### config.mk
export PLATFORM = sky130hd
export DESIGN_NAME = fifo_wr_arbiter
export DESIGN_NICKNAME = d
export VERILOG_FILES = /design/src/rtl/fifo_wr_arbiter.sv
export SDC_FILE = /design/constraint.sdc
export NUM_CORES = 1
export LEC_CHECK = 0
export CAP_MARGIN = 0
export CORE_UTILIZATION = 23
export DETAILED_ROUTE_END_ITERATION = 12
export PLACE_DENSITY_LB_ADDON = 0.12
export SLEW_MARGIN = 20
export SYNTH_ARGS = -nofsm -noshare
export SYNTH_HDL_FRONTEND = slang
export SYNTH_SLANG_ARGS = --single-unit
### constraint.sdc
create_clock -name clk -period 2.4 [get_ports clk]
set_clock_uncertainty 0.05 [all_clocks]
set_input_delay 0.72 -clock clk [delete_from_list [all_inputs] [get_ports clk]]
set_output_delay 0.72 -clock clk [all_outputs]
set_load 0.02 [all_outputs]
### src/rtl/fifo_wr_arbiter.sv
`default_nettype none
// ============================================================================
// Module   : fifo_wr_arbiter
// Purpose  : Packet-locked round-robin arbiter sharing one FIFO write port
//            among REQ_NUM requesters.
// Revision : 1.0 - initial release
// ============================================================================
module fifo_wr_arbiter #(
    parameter int REQ_NUM    = 4,
    parameter int REQ_BITS   = 2,
    parameter int DATA_BITS  = 32,
    parameter int MAX_BURST  = 16,
    parameter int BURST_BITS = 5
) (
    input  logic                          clk,
    input  logic                          rst,
    input  logic [REQ_NUM-1:0]            req,
    input  logic [REQ_NUM*DATA_BITS-1:0]  data,
    input  logic [REQ_NUM-1:0]            last,
    output logic [REQ_NUM-1:0]            ack,
    input  logic                          fifo_full,
    output logic                          fifo_en_w,
    output logic [DATA_BITS-1:0]          fifo_data_w,
    output logic                          grant_valid,
    output logic [REQ_BITS-1:0]           grant_id,
    output logic [BURST_BITS-1:0]         beat_count
);

    localparam logic [0:0] c_IDLE = 1'b0;
    localparam logic [0:0] c_LOCK = 1'b1;

    localparam logic [REQ_BITS-1:0]   c_LAST_INIT = REQ_BITS'(REQ_NUM - 1);
    localparam logic [BURST_BITS-1:0] c_MAX_BEAT  = BURST_BITS'(MAX_BURST);

    logic [0:0]            r_state;
    logic [REQ_BITS-1:0]   r_grant_id;
    logic [REQ_BITS-1:0]   r_last_ptr;
    logic [BURST_BITS-1:0] r_beat_count;

    logic                  w_found;
    logic [REQ_BITS-1:0]   w_sel;
    logic                  w_en;
    logic                  w_release;
    logic [DATA_BITS-1:0]  w_data_arr [REQ_NUM];

    for (genvar gi = 0; gi < REQ_NUM; gi++) begin : g_unpack
        assign w_data_arr[gi] = data[gi*DATA_BITS +: DATA_BITS];
    end

    // Wraps modulo REQ_NUM so non-power-of-two requester counts rotate correctly.
    function automatic logic [REQ_BITS-1:0] rr_index(input logic [REQ_BITS-1:0] base,
                                                     input int offset);
        int sum;
        sum = int'(base) + offset;
        if (sum >= REQ_NUM) begin
            sum = sum - REQ_NUM;
        end
        return REQ_BITS'(sum);
    endfunction

    always_comb begin
        w_found = 1'b0;
        w_sel   = '0;
        for (int k = 1; k <= REQ_NUM; k++) begin
            if (!w_found && req[rr_index(r_last_ptr, k)]) begin
                w_found = 1'b1;
                w_sel   = rr_index(r_last_ptr, k);
            end
        end
    end

    assign w_en      = (r_state == c_LOCK) && req[r_grant_id] && !fifo_full && !rst;
    assign w_release = w_en && (last[r_grant_id] ||
                                ((r_beat_count + BURST_BITS'(1)) == c_MAX_BEAT));

    always_comb begin
        ack = '0;
        for (int i = 0; i < REQ_NUM; i++) begin
            ack[i] = w_en && (r_grant_id == REQ_BITS'(i));
        end
    end

    assign fifo_en_w   = w_en;
    assign fifo_data_w = w_data_arr[r_grant_id];
    assign grant_valid = (r_state == c_LOCK);
    assign grant_id    = r_grant_id;
    assign beat_count  = r_beat_count;

    always_ff @(posedge clk) begin
        if (rst) begin
            r_state      <= c_IDLE;
            r_grant_id   <= '0;
            r_last_ptr   <= c_LAST_INIT;
            r_beat_count <= '0;
        end else begin
            case (r_state)
                c_IDLE: begin
                    if (w_found) begin
                        r_state      <= c_LOCK;
                        r_grant_id   <= w_sel;
                        r_beat_count <= '0;
                    end
                end
                c_LOCK: begin
                    if (w_release) begin
                        r_state      <= c_IDLE;
                        r_beat_count <= '0;
                        r_last_ptr   <= r_grant_id;
                    end else if (w_en) begin
                        r_beat_count <= r_beat_count + BURST_BITS'(1);
                    end
                end
                default: begin
                    r_state <= c_IDLE;
                end
            endcase
        end
    end

endmodule
`default_nettype wire

Word level (Yosys, flattened, before mapping) --
Index checks and enable logic that the tools add are counted.
Word-level totals: flip-flop bits (word level) 10, input port bits 139, output and inout bits 45, word-level logic and storage cells 86
Cells by class: $add $sub $neg 9, $lt $le $gt $ge 10, eq/ne operators 6, mux-type cells 34, bitwise logic cells 2, reductions and logical operators 21
Operators by type and width (number):
- binary-select mux 32 bit (select 2 bit) | 1
- two-way mux 32 bit | 2
- two-way mux 2 bit | 8
- less-than comparator 2 x 3 -> 1 bit (second input constant) | 5
- two-way mux 5 bit | 3
- binary-select mux 1 bit (select 2 bit) | 6
- >= comparator 3 bit (second input constant) | 4
- two-way mux 1 bit | 12
- logical AND 1 bit | 11
- case mux 5 bit (2 select lines) | 1
- subtractor 2 x 1 -> 2 bit (second input constant) | 4
- adder 2 x 2 -> 3 bit (second input constant) | 2
- AND reduction 2 bit | 3
- adder 5 x 1 -> 5 bit (second input constant) | 1
- equality test 5 bit (second input constant) | 1
- zero test 1 bit | 5
- adder 2 x 3 -> 4 bit (second input constant) | 1
- equality test 2 bit (second input constant) | 2
- >= comparator 4 x 3 -> 1 bit (second input constant) | 1
- adder 2 x 1 -> 3 bit (second input constant) | 1
- inequality test 3 x 1 -> 1 bit (second input constant) | 1
- NOT 2 -> 3 bit | 1
- equality test 2 x 1 -> 1 bit (second input constant) | 1
- zero test 2 bit | 1
- other kinds (4) | 4

Logic depth before layout (Yosys ltp) --
depth in word-level cells 17, mapped depth 7, gate-level depth less buffers 6

Least setup slack after synthesis --
Ideal clock, no wire load.
path type input to output, from input rst, to output ack[0], arrival time 1.953 ns, required time 1.630 ns, path slack -0.323 ns, stages 3, path buffers 1, cell sequence clkbuf_1 or4b_4 nor3b_1
On the way: word-level cells in the longest chain between the ends 3
RTL lines:
- from (decl) | RTL line 16 | input logic rst,
- zero test 1 bit | RTL line 72 | assign w_en = (r_state == c_LOCK) && req[r_grant_id] && !fifo_full && !rst;
- logical AND 1 bit | RTL line 72
- logical AND 1 bit | RTL line 79 | ack[i] = w_en && (r_grant_id == REQ_BITS'(i));
- to (decl) | RTL line 20 | output logic [REQ_NUM-1:0] ack,
No other way between the ends.

Worst setup path after layout --
from input rst, to output fifo_en_w
On the way: word-level cells in the longest chain between the ends 2
RTL lines:
- zero test 1 bit | RTL line 72
- logical AND 1 bit | RTL line 72
- to (decl) | RTL line 22 | output logic fifo_en_w,
No other way between the ends.

==> flow_metrics.tcl <==
set metrics [dict create \
    fin_cells 393 \
    yosysUniqueCellTypes 35 \
    endpoint_kind "output pin" \
    post-route-min-period_ps 2517 \
    rsz0062_at_grt "yes" \
    gr-usage-all-layers 0.2090 \
    antenna_found_initial 3 \
    cts_made_buffers 3 \
    cts_tree "done" \
    drv_cap 0 \
    io_pins 184 \
    syn_area_um2 1400 \
    powerDensity_nw_per_um2 300.9 \
    outcome "finished with violations" \
    overflow 0 \
    hold_class "reg -> reg" \
    use_met3 0.06514 \
    yosysWarnings 0 \
    dr.pass1.iters 7 \
    place_hpwl_um 5854 \
    hp-start "r_last_ptr[0]" \
    ys.flop_type "dfxtp_1" \
    cts_buffer_depth 2 \
    drt_iter0_drc 44 \
    synthAdderAreaFrac 0.008937 \
    crit_type "in -> out" \
    timing.final.ws_setup_ps -117.1 \
    rr_startpoint "grant_id[0]" \
    drv_slew 0 \
    portBuffers 183 \
    hold_path_depth 1 \
    fin_crit_sh 1.049 \
    hold_violations 0 \
    dp.cells 386 \
    final_layout_size_suffix_gt1_frac 0.3354 \
    synth_xor_area_frac 0 \
    holdWs_ps 484.6 \
    synth-simple-area-share 0.1287 \
    fmax_ghz 0.3973 \
    row_count 28 \
    ff2ff_path_depth 5 \
    cts-hold-fix-buffers 0 \
    clock-root-buffer "clkbuf_8" \
    fp.coreArea_um2 5886 \
    routed_wirelength_um 7146 \
    tightest_slew_ps 264.7 \
    synth_top_family_by_area "multiplexers" \
    r2r_end "beat_count[2]" \
    ys_ff_latch 10 \
    finalSetupViolCount 3 \
    irDropWorstVdd_uv 183.9 \
    vias 1933 \
    synth_most_common_cell "mux4_2" \
    synth_seq_area_share 0.1430 \
    place.gp.congestion 0.8220 \
    synth_compound_area_frac 0.1108 \
    viasPerCell 4.919 \
    dieArea_um2 6403 \
    synth.area.mux_share 0.5594 \
    min_to "r_last_ptr[0]" \
    areaGrowthSynthToFinish_pct 147.0 \
    synth_edf_count 0 \
    clkSinkCount 10 \
    syn_inst 120 \
    synthTopCellsByCount "33 x mux4_2, 10 x dfxtp_1, 7 x a21oi_1, 7 x nor2_1" \
    busiest_layer "met2" \
    use_met1 0.2370 \
    drtAntennaViolNets 0 \
    start_kind "primary input" \
    r2r_slack_ps 460 \
    synth_top_cell_by_area "mux4_2" \
    start_util 0.2379 \
    grt_pass1_vias 1998 \
    avgSynthCellArea_um2 11.67 \
    gr-usage-met2 0.3598 \
    drcViolationCount 0 \
    die_h_um 80.02 \
    wl_per_cell_um 18.18 \
    synth.net_count 260 \
    yosys-top-cells-area "mux4_2 53%, dfxtp_1 14%, mux2i_1 2.9%" \
    async_flop_share 0 \
    path_max_fanout 3 \
    nets 458 \
    grt_max_degree 34 \
    htree_levels 1 \
    clk_pin_slew_ps 40 \
    failed_checks "negative setup slack" \
    relSlewSlack 0.8185 \
    worstPathRequired_ps 1630 \
    power_leakage_uw 0.001520 \
    synth_top_area_share 0.5308 \
    die_x_um 80.02 \
    crit_arrival_ps 1750 \
    clock_latency_ps 240 \
    grt_pass1_wl_um 10030 \
]
==> cells by family (layout without fill, tap and decap cells) <==
| logic type | after synthesis | in the layout |
|---|---|---|
| other cells | 0 | 2 |
| buf+inv | 16 | 212 |
| flops | 10 | 10 |
| compound gates | 23 | 23 |
| fa+ha+maj | 1 | 1 |
| simple gates | 33 | 33 |
| mux | 37 | 37 |
==> registers in the layout, summed over array words and instances (netlist names) <==
register,flops
grant_id,2
grant_valid,1
r_last_ptr,2
beat_count,5
==> layout by cell type, fill, tap and decap left out, types with 2 or more instances in the layout <==
master and n:
buf_12 2, or3_1 3, dfxtp_1 8, diode_2 2, inv_1 6, o21ai_0 3, mux2i_1 3, o211ai_1 3
a31oi_1 2, nand3_1 4, mux4_2 33, clkbuf_8 3, buf_6 39, nor2_1 6, o21ai_1 2, nand2_1 6
dlygate4sd2_1 131, clkdlybuf4s50_1 12, dfxtp_2 2, a21oi_1 7, nor3_1 2, buf_4 16
==> final cells by class <==
cell class / instances / area, um2
Timing Repair Buffer: 202 / 1904
Clock buffer: 3 / 41.29
Sequential cell: 10 / 202.7
Multi-Input combinational cell: 94 / 1180
Antenna cell: 2 / 5.005
Inverter: 7 / 31.28
Fill cell: 597 / 2427
Tap cell: 75 / 93.84
==> how the worst max path moves through the flow <==
stage	from	end	slack [ps]	cells past startpoint
5_1_grt	rst	fifo_en_w	-130	5
4_1_cts	fifo_full	fifo_en_w	-150	5
6_report	rst	fifo_en_w	-120	5
3_3_place_gp	rst	fifo_en_w	-940	5
2_1_floorplan	rst	fifo_en_w	-90	4
3_5_place_dp	rst	fifo_en_w	-960	5
==> power by group <==
group	leakage, uW	switching, uW	internal (uW)
clock	0.0000216	63.3	110
combinational	0.00142	272	412
sequential	0.0000822	10.5	173
total	0.00152	346	695
==> layer usage <==
metal  up-vias  share of wire
li1        904              -
met1       911           0.36
met2        99           0.51
met3        17          0.096
met4         2          0.025
met5         -         0.0017
==> worst max-delay path, cell delays in order <==
cell and delay, ps:
buf_6 90, or4b_4 550, o22a_4 230, clkinv_4 50
buf_6 100
==> metrics by stage <==
step | power (uW) | worst slack, ps | instance area [um2] | utilization | TNS (ps)
6_report | 1041 | -117.1 | 3458 | 0.5876 | -265.6
5_1_grt | 1092 | -125.8 | 3458 | 0.5876 | -301.2
4_1_cts | 1038 | -151.0 | 3411 | 0.5795 | -300.2
3_5_place_dp | 905.1 | -963.1 | 3465 | 0.5886 | -22510
3_3_place_gp | 899.8 | -939.2 | 3465 | 0.5886 | -21840
2_1_floorplan | 487.0 | -90.71 | 1454 | - | -244.7
==> repair_timing <==
action | CTS | global route
buffers inserted | 1 | 0
setup endpoints to repair | 41 | 34
pin swaps | 6 | 2
resized for setup | 364 | 5
cloned | 0 | 1
Note: power is estimated with default switching activity, not from simulation.
